$ cat src/rtl/admin_cfg_editor.sv
// Cursor-based BCD editor for NUM_FIELDS config words, with press-and-hold auto-repeat.
// Edits land in a shadow copy that is committed atomically on the final confirm.
module admin_cfg_editor #(
  parameter int NUM_FIELDS    = 5,
  parameter int DIGITS        = 3,
  parameter int REPEAT_CYCLES = 66000000,
  localparam int W    = 4 * DIGITS,
  localparam int FW   = (NUM_FIELDS > 1) ? $clog2(NUM_FIELDS) : 1,
  localparam int CW   = (DIGITS > 1) ? $clog2(DIGITS) : 1,
  localparam int CNTW = $clog2(REPEAT_CYCLES)
) (
  input  logic                  clk,
  input  logic                  rst,
  input  logic                  on,
  input  logic [NUM_FIELDS*W-1:0] cfg_old,
  input  logic                  p_inc,
  input  logic                  p_dec,
  input  logic                  l_pos,
  input  logic                  r_pos,
  input  logic                  m_pos,
  input  logic                  d_pos,
  input  logic                  u_pos,
  output logic [NUM_FIELDS*W-1:0] cfg_new,
  output logic                  commit,
  output logic                  busy,
  output logic [FW-1:0]         field_idx,
  output logic [CW-1:0]         cursor,
  output logic [W-1:0]          edit_value
);

  // state  | meaning
  // IDLE   | admin mode off, committed config held
  // LOAD   | copy cfg_old into the shadow, home field/cursor
  // EDIT   | cursor moves and digit steps on the shadow
  // COMMIT | shadow has just been written to cfg_new; commit strobe high
  typedef enum logic [1:0] {IDLE, LOAD, EDIT, COMMIT} state_t;

  state_t                  state_q, state_d;
  logic [NUM_FIELDS*W-1:0] shadow_q, shadow_d;
  logic [NUM_FIELDS*W-1:0] cfg_q, cfg_d;
  logic [FW-1:0]           field_q, field_d;
  logic [CW-1:0]           cursor_q, cursor_d;
  logic [CNTW-1:0]         cnt_q, cnt_d;
  logic                    inc_prev, dec_prev;
  logic                    inc_act, dec_act, step;
  logic [3:0]              digit;
  int                      sel;

  function automatic logic [3:0] bcd_inc(input logic [3:0] d);
    return (d >= 4'd9) ? 4'd0 : d + 4'd1;
  endfunction

  function automatic logic [3:0] bcd_dec(input logic [3:0] d);
    return (d == 4'd0 || d > 4'd9) ? 4'd9 : d - 4'd1;
  endfunction

  assign inc_act = p_inc & ~p_dec;
  assign dec_act = p_dec & ~p_inc;
  assign sel     = int'(field_q) * W + int'(cursor_q) * 4;
  assign digit   = shadow_q[sel +: 4];

  always_comb begin
    state_d  = state_q;
    shadow_d = shadow_q;
    cfg_d    = cfg_q;
    field_d  = field_q;
    cursor_d = cursor_q;
    cnt_d    = '0;
    step     = 1'b0;
    case (state_q)
      IDLE: if (on) state_d = LOAD;
      LOAD: begin
        shadow_d = cfg_old;
        field_d  = '0;
        cursor_d = '0;
        state_d  = EDIT;
      end
      EDIT: begin
        if (!on || u_pos) begin
          state_d  = IDLE;
          shadow_d = '0;
        end else if (m_pos) begin
          cursor_d = '0;
          if (field_q == FW'(NUM_FIELDS - 1)) begin
            state_d = COMMIT;
            cfg_d   = shadow_q;
          end else begin
            field_d = field_q + 1'b1;
          end
        end else if (d_pos) begin
          cursor_d = '0;
          if (field_q != '0) field_d = field_q - 1'b1;
        end else begin
          if (l_pos && !r_pos && cursor_q != CW'(DIGITS - 1))
            cursor_d = cursor_q + 1'b1;
          else if (r_pos && !l_pos && cursor_q != '0)
            cursor_d = cursor_q - 1'b1;
          // fresh press steps at once; a held press steps every REPEAT_CYCLES
          if (inc_act || dec_act) begin
            if ((inc_act && !inc_prev) || (dec_act && !dec_prev))
              step = 1'b1;
            else if (cnt_q == CNTW'(REPEAT_CYCLES - 1))
              step = 1'b1;
            else
              cnt_d = cnt_q + 1'b1;
            if (step) shadow_d[sel +: 4] = inc_act ? bcd_inc(digit) : bcd_dec(digit);
          end
        end
      end
      COMMIT: state_d = IDLE;
      default: state_d = IDLE;
    endcase
  end

  always_ff @(posedge clk or negedge rst) begin
    if (!rst) begin
      state_q <= IDLE;
    end else begin
      state_q <= state_d;
    end
  end

  always_ff @(posedge clk or negedge rst) begin
    if (!rst) begin
      shadow_q <= '0;
      cfg_q    <= '0;
      field_q  <= '0;
      cursor_q <= '0;
      cnt_q    <= '0;
      inc_prev <= 1'b0;
      dec_prev <= 1'b0;
    end else begin
      shadow_q <= shadow_d;
      cfg_q    <= cfg_d;
      field_q  <= field_d;
      cursor_q <= cursor_d;
      cnt_q    <= cnt_d;
      inc_prev <= inc_act;
      dec_prev <= dec_act;
    end
  end

  assign cfg_new    = cfg_q;
  assign commit     = (state_q == COMMIT);
  assign busy       = (state_q == LOAD) || (state_q == EDIT);
  assign field_idx  = field_q;
  assign cursor     = cursor_q;
  assign edit_value = (state_q == IDLE) ? '0 : shadow_q[int'(field_q) * W +: W];

endmodule
$ cat config.mk
export PLATFORM = sky130hd
export DESIGN_NAME = admin_cfg_editor
export DESIGN_NICKNAME = d
export VERILOG_FILES = /design/src/rtl/admin_cfg_editor.sv
export SDC_FILE = /design/constraint.sdc
export NUM_CORES = 1
export LEC_CHECK = 0
export CAP_MARGIN = 20
export CORE_MARGIN = 1.5
export CORE_UTILIZATION = 40
export DETAILED_ROUTE_END_ITERATION = 6
export PLACE_DENSITY = 0.65
export RECOVER_POWER = 50
export SYNTH_ARGS = -nofsm -noshare
export SYNTH_HDL_FRONTEND = slang
export SYNTH_SLANG_ARGS = --single-unit
$ cat constraint.sdc
create_clock -name clk -period 5.05 [get_ports clk]
set_clock_uncertainty 0.05 [all_clocks]
set_input_delay 1.2625 -clock clk [delete_from_list [all_inputs] [get_ports clk]]
set_output_delay 1.2625 -clock clk [all_outputs]
set_load 0.02 [all_outputs]
# Word-level counts from Yosys, hierarchy flattened
# Cells that the tools add are included.
[word_totals]
reg_bits = 155
latchBits = 0
ramBits = 0
mem_bits_ro = 0
inputBits = 70
output_inout_bits = 79
elab_cells = 115
memories = 0
[op_classes]
n_addsub = 9
mul = 1
div_mod_pow = 0
order_cmp = 2
n_eq_ne = 18
n_shift = 4
muxes = 42
bitwise_logic = 5
reduce_logical = 26
[ops]
columns = ["op", "count"]
rows = [
  ["$mux 60", 5],
  ["$mux 26", 7],
  ["$pmux 60 s2", 1],
  ["$bwmux 60", 1],
  ["$shift 4x33->60 const A", 1],
  ["$shiftx 4x33->60", 1],
  ["$shiftx 60x32->4", 1],
  ["$shiftx 60x8->12", 1],
  ["$neg 32->33", 1],
  ["$add 32x5->32", 1],
  ["$add 26x1->26 const B", 1],
  ["$eq 26x26->1 const B", 1],
  ["$ne 3x3->1 const B", 8],
  ["$mux 2", 9],
  ["$mux 3", 5],
  ["$mux 12", 1],
  ["$mux 4", 3],
  ["$reduce_and 5->1", 2],
  ["$pmux 2 s4", 1],
  ["$mux 1", 7],
  ["$logic_and 1x1->1", 6],
  ["$ne 2x2->1 const B", 3],
  ["$pmux 3 s2", 1],
  ["$reduce_and 3->1", 2],
  ["other kinds (24)", 37],
]

# Logic depth before layout (Yosys ltp)
# Gate-level depths: netlist (run 1).
[depth]
word_depth = 16
mapped_depth = 20
ltp_nobuf = 15

# Worst setup path before layout (run 1)
# Ideal clock, no wire load.
[synth_path]
path_kind = "register to register"
start = "register field_q[0], in the netlist field_idx[0]"
end = "register shadow_q[17]"
setup_ns = 0.077
arrival_time_ns = 5.113
required_ns = 4.923
setup_slack_ns = -0.191
path_stages_with_launch = 18
path_cell_list = "dfrtp_1 -> clkbuf_1 -> buf_1 -> inv_1 -> ha_1 -> fa_1 -> xnor2_4 -> mux4_2 -> mux2i_1 -> nor2_1 -> o21a_1 -> inv_1 -> ha_1 -> xor2_1 -> a41oi_2 -> o2111ai_1 -> or3_1 -> a21oi_1"
[synth_between]
elab_chain_cells = 15
[synth_rtl]
columns = ["element", "line_no", "source"]
rows = [
  ["start, declared", "41", "logic [FW-1:0] field_q, field_d;"],
  ["start signal, assigned", "135", "field_q <= field_d;"],
  ["$mul 3x2->5 (*)", "59", "assign sel = int'(field_q) * W + int'(cursor_q) * 4;"],
  ["$add 32x5->32 (*)", "59", ""],
  ["$shiftx 60x32->4", "60", "assign digit = shadow_q[sel +: 4];"],
  ["$gt 4x4->1 or $logic_not 4->1 (tied branches)", "54", "return (d == 4'd0 || d > 4'd9) ? 4'd9 : d - 4'd1;"],
  ["$logic_or 1x1->1", "54", ""],
  ["$mux 4", "54", ""],
  ["$mux 4", "106", "if (step) shadow_d[sel +: 4] = inc_act ? bcd_inc(digit) : bcd_dec(digit);"],
  ["$shiftx 4x33->60", "106", ""],
  ["$bwmux 60 (*)", "106", ""],
  ["$mux 60 (*)", "106", ""],
  ["$mux 60 (*)", "99", "if (inc_act || dec_act) begin"],
  ["$mux 60 (*)", "90", "end else if (d_pos) begin"],
  ["$mux 60 (*)", "82", "end else if (m_pos) begin"],
  ["$mux 60 (*)", "79", "if (!on || u_pos) begin"],
  ["$pmux 60 s2 (*)", "70", "case (state_q)"],
  ["end signal, assigned", "133", "shadow_q <= shadow_d;"],
  ["end, declared", "39", "logic [NUM_FIELDS*W-1:0] shadow_q, shadow_d;"],
]
# Every way passes the cells marked *; elsewhere a longest branch is shown, timed or not. The select of a mux whose other input is x is not followed.
# A chain may end at the register's enable or synchronous reset.

# Worst setup path after layout (run 1)
# Ends and elaborated chain as after synthesis.

==> impl_metrics.json, run 1 <==
{
  "status": "finished, violations left",
  "violations": "max-capacitance violations, max-slew violations",
  "tightest_slew_ns": 1.99,
  "cts_buffers": 17,
  "postSynthCellCount": 847,
  "ys_seq_area_frac": 0.442,
  "finalHoldViolations": 0,
  "antenna_found_initial": 0,
  "drv_slew": 158,
  "critPathMaxFanout": 10,
  "synth_top_family_by_area": "multiplexers",
  "startpoint_type": "register",
  "finalCritPeriodShare": 0.935,
  "ant_nets": 0,
  "synth_compound_area_frac": 0.151,
  "ys.flop_type": "dfrtp_1",
  "first_pass_iters": 5,
  "mappedNetlistNets": 937,
  "drc": 0,
  "rows": 54,
  "place_congestion": 0.979,
  "clock-sinks": 155,
  "fin_nets": 1086,
  "yosys.area_share.xor_xnor": 0.0302,
  "overflow": 0,
  "power_density_nw_per_um2": 807,
  "via_count": 7403,
  "fin_tns_setup_ns": 0,
  "grt_max_degree": 81,
  "synth_top_cell_by_area": "dfrtp_1",
  "synth_common_cells": "dfrtp_1 (155), a21oi_1 (67), nor2_1 (63)",
  "ioPinCount": 149,
  "setup_violations": 0,
  "n_antenna_cell": 0,
  "cts_hold_buffers": 0,
  "area_growth_pct": 27.5,
  "drtIter0Drc": 611,
  "hpwl_um": 20700,
  "via_per_inst": 5.75,
  "critical_path_class": "register to register",
  "synthSimpleGateAreaFrac": 0.151,
  "clkLatencyLatePin_ns": 0.43,
  "htree_levels": 4,
  "cts_tree": "built",
  "muxShareOfSynthArea": 0.162,
  "p_total_mw": 9.03,
  "post_cts.repair.setup_buffers": 0,
  "drive_gt1_frac": 0.152,
  "post_drt_wl_per_cell_um": 21.4,
  "slew_headroom": -0.326,
  "clk_path_buf_depth": 2,
  "rsz0062_at_grt": "no",
  "synth_edf_count": 0,
  "maxCapViolations": 2,
  "io_buffers": 148,
  "fmax_ghz": 0.212,
  "cp.arrival_ns": 5.02,
  "min_period_ns": 4.72,
  "track_usage": 0.248,
  "routed_wl_um": 27500,
  "end_kind": "register",
  "avgSynthCellArea_um2": 10.4,
  "die-area_um2": 22900,
  "clkTransAtPathRegs_ns": 0.07,
  "synthArstFlopShare": 1.00,
  "yosysTopAreaCellShare": 0.442,
  "core_area_um2": 21700,
  "syn_area_um2": 8780,
  "grt_pass1_vias": 7414,
  "post-synth-top-count-cell": "dfrtp_1",
  "utilization": 0.516,
  "ir_drop_mv": 0.453,
  "yosys_warnings": 0,
  "hp-class": "register to register",
  "root_buffer": "clkbuf_16",
  "die_h_um": 151,
  "synth.distinct_cells": 67,
  "ys_top_cells_by_area": "dfrtp_1 (44%), mux2_2 (8.0%), mux4_2 (5.1%)",
  "start_util": 0.405,
  "die_x_um": 151,
  "cp_data_required_time_ns": 5.35,
  "cts.repair.resized": 0,
  "leakage_nw": 4.82,
  "synth_seq_cells": 155,
  "grt_pass1_wl_um": 42600,
  "synth_adder_area_share": 0.0311
}
per-stage QoR:
step / hold WS (ns) / cell area, um^2 / worst slack (ns) / cells
4_1_cts: 0.448 / 11200 / 0.380 / 1288
5_1_grt: 0.470 / 11200 / 0.0552 / 1288
2_1_floorplan: 0.397 / 8780 / 0.0142 / 847
6_report: 0.444 / 11200 / 0.326 / 1288
3_3_place_gp: 0.428 / 10600 / 0.499 / 1257
3_5_place_dp: 0.439 / 10600 / 0.423 / 1257
per-layer routing:
layer | wire, um | share of wire | global-route usage | vias to the layer above
li1 | - | - | - | 3407
met1 | 12500 | 0.45 | 0.352 | 3654
met2 | 12400 | 0.45 | 0.376 | 304
met3 | 2150 | 0.078 | 0.0587 | 38
met4 | 430 | 0.016 | 0.0728 | 0
met5 | 0 | 0 | 0 | -
worst max-delay path, stage by stage (launching register included):
cell and delay [ns]:
dfrtp_1 0.47, inv_1 0.12, ha_1 0.35, fa_1 0.83, inv_1 0.25, mux4_2 0.47
mux2i_1 0.28, nor2_1 0.07, o21a_1 0.24, inv_1 0.08, ha_1 0.27, xor2_1 0.19
a41oi_2 0.19, o2111ai_1 0.23, or3_1 0.42, a21oi_1 0.13
layout make-up:
type                       instances  area (um^2)
clock inverter                    14          171
tap                              280          350
fill                            1953        10500
inverter                          30          113
clock buffer                      17          425
timing repair buffer             171         1640
multi-input combinational        621         4620
sequential                       155         3880
power breakdown:
group	internal, mW	switching (mW)
clock network	0.748	0.580
logic	2.26	3.19
registers	1.70	0.561
total	4.71	4.33
placed cells by master (no fill, tap or decap), types with 20 or more instances in the layout:
master,instances
o21ai_0,34
nand3_1,24
mux4_2,20
nand2_1,46
mux2_2,62
nor2_1,62
mux2i_1,27
a21oi_1,67
clkdlybuf4s50_1,113
dlygate4sd3_1,34
dfrtp_1,155
inv_1,28
o22ai_1,33
buf_4,20
nor2b_1,47
worst paths after layout:
check,endpoint,start,slack [ns],cells past startpoint
worst max-delay path,shadow_q[17],field_idx[0],0.33,15
worst min-delay path,cnt_q[0],cnt_q[0],0.44,1
worst max register to register,shadow_q[17],field_idx[0],0.33,15
worst min register to register,cnt_q[0],cnt_q[0],0.44,1
max in group asynchronous,shadow_q[29],rst,0.86,2
min in group asynchronous,cfg_new[5],rst,1.29,1
kinds of logic (layout without fill, tap and decap cells):
| group | Yosys count | after routing |
|---|---|---|
| adders and majority gates | 20 | 20 |
| muxes | 109 | 109 |
| and+or+nand+nor | 260 | 260 |
| DFF | 155 | 155 |
| xor gates and xnor gates | 26 | 26 |
| AOI/OAI and AO/OA | 206 | 206 |
| buffers and inverters | 71 | 232 |
flip-flops by register name, indices dropped and copies added (netlist names):
| register | count |
|---|---|
| cfg_new | 60 |
| cnt_q | 26 |
| cursor | 2 |
| dec_prev | 1 |
| field_idx | 3 |
| inc_prev | 1 |
| shadow_q | 60 |
| state_q | 2 |
Note: power is estimated with default switching activity, not from simulation.
==> run 2, diff against run 1 <==
--- a/config.mk
+++ b/config.mk
@@ -9,6 +9,7 @@
 export CORE_MARGIN = 1.5
 export CORE_UTILIZATION = 40
 export DETAILED_ROUTE_END_ITERATION = 6
+export GPL_ROUTABILITY_DRIVEN = 0
 export PLACE_DENSITY = 0.65
 export RECOVER_POWER = 50
 export SYNTH_ARGS = -nofsm -noshare
==> impl_metrics.json, run 2 (same netlist as run 1, synthesis figures left out) <==
{
  "critPathMaxFanout": 9,
  "grt_pass1_vias": 7379,
  "power_density_nw_per_um2": 807,
  "start_util": 0.405,
  "antenna_found_initial": 0,
  "root_buffer": "clkbuf_16",
  "fin_tns_setup_ns": 0,
  "clkTransAtPathRegs_ns": 0.06,
  "io_buffers": 148,
  "cp.arrival_ns": 5.01,
  "setup_violations": 0,
  "instances_no_fill": 1288,
  "area_growth_pct": 27.2,
  "cts_hold_buffers": 0,
  "cts_buffers": 17,
  "leakage_nw": 4.80,
  "min_period_ns": 4.71,
  "core_area_um2": 21700,
  "finalCritPeriodShare": 0.932,
  "drv_slew": 158,
  "grt_pass1_wl_um": 42300,
  "placed_area_um2": 10600,
  "ant_nets": 0,
  "hpwl_um": 19900,
  "grt_max_degree": 82,
  "die_x_um": 151,
  "via_per_inst": 5.80,
  "finalHoldViolations": 0,
  "cp_data_required_time_ns": 5.35,
  "fin_nets": 1085,
  "post_cts.repair.setup_buffers": 0,
  "drive_gt1_frac": 0.151,
  "end_kind": "register",
  "fillers": 1970,
  "die_h_um": 151,
  "critical_path_class": "register to register",
  "track_usage": 0.245,
  "status": "finished, violations left",
  "die-area_um2": 22900,
  "post_drt_wl_per_cell_um": 21.1,
  "final_common_cell": "dfrtp_1",
  "startpoint_type": "register",
  "rsz0062_at_grt": "no",
  "cts_tree": "built",
  "overflow": 0,
  "dp_cells": 1256,
  "maxCapViolations": 2,
  "slew_headroom": -0.355,
  "clk_path_buf_depth": 2,
  "first_pass_iters": 5,
  "drtIter0Drc": 615,
  "design_area_um2": 11200,
  "n_antenna_cell": 0,
  "htree_levels": 4,
  "hp-class": "register to register",
  "ir_drop_mv": 0.457,
  "tightest_slew_ns": 2.03,
  "layout_common_cells": "dfrtp_1 (155), clkdlybuf4s50_1 (113), a21oi_1 (67), nor2_1 (62), mux2_2 (62)",
  "routed_wl_um": 27200,
  "rows": 54,
  "clock-sinks": 155,
  "violations": "max-capacitance violations, max-slew violations",
  "fmax_ghz": 0.212,
  "clkLatencyLatePin_ns": 0.43,
  "cts.repair.resized": 0,
  "ioPinCount": 149,
  "drc": 0,
  "utilization": 0.515,
  "via_count": 7471
}
-- run 2: per-layer routing --
layer	GRT usage	up-vias	wire [um]
met5	0	-	0
met4	0.0777	0	545
met3	0.0554	52	2310
met2	0.372	361	12300
met1	0.348	3639	12100
li1	-	3419	-
-- run 2: area by class of cell --
class                           count  area (um^2)  area share
Inverter                           30          113      0.0101
Timing Repair Buffer              170         1630       0.146
Sequential cell                   155         3880       0.347
Tap cell                          280          350      0.0314
Clock buffer                       18          429      0.0384
Multi-Input combinational cell    621         4620       0.413
Clock inverter                     14          150      0.0134
-- run 2: stage by stage --
| stage | hold slack [ns] | power [mW] | worst slack [ns] |
|---|---|---|---|
| floorplan | 0.397 | 5.68 | 0.0142 |
| global placement | 0.428 | 7.55 | 0.555 |
| detailed placement | 0.423 | 7.65 | 0.400 |
| CTS | 0.432 | 8.95 | 0.387 |
| finish | 0.428 | 9.02 | 0.342 |
| global route | 0.461 | 9.52 | 0.0937 |
-- run 2: where the power goes --
part | internal, mW | leakage [nW] | switching, mW
registers | 1.70 | 2.02 | 0.567
clock network | 0.700 | 0.281 | 0.582
logic | 2.26 | 2.50 | 3.21
total | 4.66 | 4.80 | 4.36
-- run 2: path summary, 6_finish.rpt --
check / from / to / slack [ns] / cells after the start
hold reg to reg: cnt_q[0] / cnt_q[0] / 0.43 / 1
setup / recovery: field_idx[1] / shadow_q[17] / 0.34 / 15
min in group asynchronous: rst / cfg_new[5] / 1.33 / 1
setup reg to reg: field_idx[1] / shadow_q[17] / 0.34 / 15
hold / removal: cnt_q[0] / cnt_q[0] / 0.43 / 1
max in group asynchronous: rst / field_idx[1] / 0.88 / 2
-- run 2: critical path: stages (launching register included) --
cell and delay, ns:
dfrtp_1 0.46, inv_1 0.13, ha_1 0.34, fa_1 0.80
inv_1 0.25, mux4_2 0.47, mux2i_1 0.29, nor2_1 0.07
o21a_1 0.23, inv_1 0.08, ha_1 0.26, xor2_1 0.19
a41oi_2 0.20, o2111ai_1 0.24, or3_1 0.42, a21oi_1 0.14
==> run 3, diff against run 2 <==
--- a/config.mk
+++ b/config.mk
@@ -8,9 +8,10 @@
 export CAP_MARGIN = 20
 export CORE_MARGIN = 1.5
 export CORE_UTILIZATION = 40
+export CTS_BUF_LIST = sky130_fd_sc_hd__clkbuf_8
 export DETAILED_ROUTE_END_ITERATION = 6
 export GPL_ROUTABILITY_DRIVEN = 0
-export PLACE_DENSITY = 0.65
+export PLACE_DENSITY = 0.62
 export RECOVER_POWER = 50
 export SYNTH_ARGS = -nofsm -noshare
 export SYNTH_HDL_FRONTEND = slang
==> impl_metrics.json, run 3 (same netlist as run 1, synthesis figures left out) <==
{
  "cp.arrival_ns": 5.07,
  "track_usage": 0.245,
  "critical-path-slowest-cell": "fa_1",
  "n_antenna_cell": 0,
  "root_buffer": "clkbuf_8",
  "overflow": 0,
  "ir_drop_mv": 0.477,
  "drv_slew": 78,
  "holdWs_ns": 0.447,
  "slew_headroom": -1.30,
  "htree_levels": 4,
  "cts.repair.resized": 0,
  "setup_slack_ns": 0.330,
  "startpoint_type": "register",
  "tightest_slew_ns": 3.45,
  "grt_max_degree": 79,
  "end_kind": "register",
  "core_area_um2": 21700,
  "drive_gt1_frac": 0.153,
  "post_cts.repair.setup_buffers": 0,
  "hp-class": "register to register",
  "final_common_cell": "dfrtp_1",
  "cts_tree": "built",
  "grt_pass1_wl_um": 42200,
  "rsz0062_at_grt": "no",
  "drc": 0,
  "drtIter0Drc": 627,
  "setup_violations": 0,
  "via_count": 7514,
  "routed_wl_um": 27200,
  "area_growth_pct": 25.5,
  "hpwl_um": 20300,
  "power_density_nw_per_um2": 787,
  "finalCritPeriodShare": 0.935,
  "cpPeakStageDelay_ns": 0.57,
  "hp-start": "cnt_q[0]",
  "cp_cell_sequence": "inv_1, ha_1, fa_1, xnor2_4, mux4_2, mux2i_1, nor2_1, o21a_1, inv_1, ha_1, xor2_1, a41oi_2, o2111ai_1, buf_4, or3_1, a21oi_1",
  "hold_path_depth": 1,
  "critical_path_class": "register to register",
  "utilization": 0.508,
  "fillers": 1946,
  "dp_slack_ns": 0.331,
  "leakage_nw": 4.73,
  "io_buffers": 148,
  "post_drt_wl_per_cell_um": 21.1,
  "maxCapViolations": 1,
  "fmax_ghz": 0.212,
  "cts_hold_buffers": 0,
  "start_util": 0.405,
  "clock-sinks": 155,
  "first_pass_iters": 5,
  "timing.rr.end": "shadow_q[17]",
  "antenna_found_initial": 0,
  "ioPinCount": 149,
  "clk_path_buf_depth": 2,
  "die_x_um": 151,
  "rr_startpoint": "field_idx[0]",
  "violations": "max-capacitance violations, max-slew violations",
  "die_h_um": 151,
  "hold_path_end": "cnt_q[0]",
  "status": "finished, violations left",
  "r2r_cells": 16,
  "critPathMaxFanout": 13,
  "fin_tns_setup_ns": 0,
  "p_total_mw": 8.68,
  "finalHoldViolations": 0,
  "die-area_um2": 22900,
  "clkTransAtPathRegs_ns": 0.10,
  "ant_nets": 0,
  "fin_nets": 1089,
  "min_period_ns": 4.72,
  "cts_buffers": 17,
  "via_per_inst": 5.82,
  "grt_pass1_vias": 7187,
  "clkLatencyLatePin_ns": 0.48,
  "reg2reg_slack_ns": 0.33,
  "rows": 54,
  "layout_common_cells": "dfrtp_1 (155), clkdlybuf4s50_1 (118), a21oi_1 (67), nor2_1 (63), mux2_2 (62)",
  "cp_data_required_time_ns": 5.40
}
==> run 3: changes by cell type in the layout (fill, tap and decap cells not counted), sizes merged <==
cell           delta
clkdlybuf4s15     +1
inv               +2
clkbuf            -4
clkinvlp          -1
clkinv            +1
bufinv            -1
clkdlybuf4s50     +5
dlygate4sd3       -5
buf               +6
==> run 3: worst max-delay path by stage <==
stage / from / endpoint / slack (ns) / depth (start not counted)
final: field_idx[0] / shadow_q[17] / 0.33 / 16
after CTS: field_idx[0] / shadow_q[17] / 0.30 / 16
after detailed placement: field_idx[0] / shadow_q[17] / 0.33 / 16
after global placement: field_idx[0] / shadow_q[17] / 0.43 / 16
after floorplan: field_idx[0] / shadow_q[17] / 0.01 / 17
after global routing: field_idx[0] / shadow_q[17] / 0.008 / 16
==> run 3: worst max-delay path: cells and delay by family, from the launching register on <==
family,cells,cell delay (ns)
multiplexers,2,0.78
AO/OA/AOI/OAI,4,0.74
flip-flops,1,0.45
buffers and inverters,3,0.43
AND/OR/NAND/NOR,2,0.45
XOR/XNOR,2,0.57
adder cells (fa/ha/maj),3,1.17
==> run 3: per-stage QoR <==
step | cells | cell area [um^2]
floorplan | 847 | 8780
global placement | 1256 | 10600
detailed placement | 1256 | 10600
CTS | 1288 | 11000
global route | 1292 | 11000
finish | 1292 | 11000
==> run 3: routing by layer <==
| metal | GRT usage | share of wire |
|---|---|---|
| met1 | 0.349 | 0.45 |
| met2 | 0.381 | 0.46 |
| met3 | 0.0539 | 0.077 |
| met4 | 0.0578 | 0.014 |
| met5 | 0 | 0 |
==> run 3: final cells by class <==
cell class                 instances  area (um^2)  share of cell area
sequential                       155         3880               0.352
clock buffer                      17          234              0.0212
inverter                          30          113              0.0102
clock inverter                    15          153              0.0138
multi-input combinational        621         4610               0.418
tap                              280          350              0.0318
timing repair buffer             174         1690               0.153
==> run 3: report_power, final <==
| group | switching (mW) | internal [mW] |
|---|---|---|
| Sequential | 0.567 | 1.70 |
| Clock | 0.561 | 0.370 |
| Combinational | 3.18 | 2.30 |
| Total | 4.31 | 4.37 |
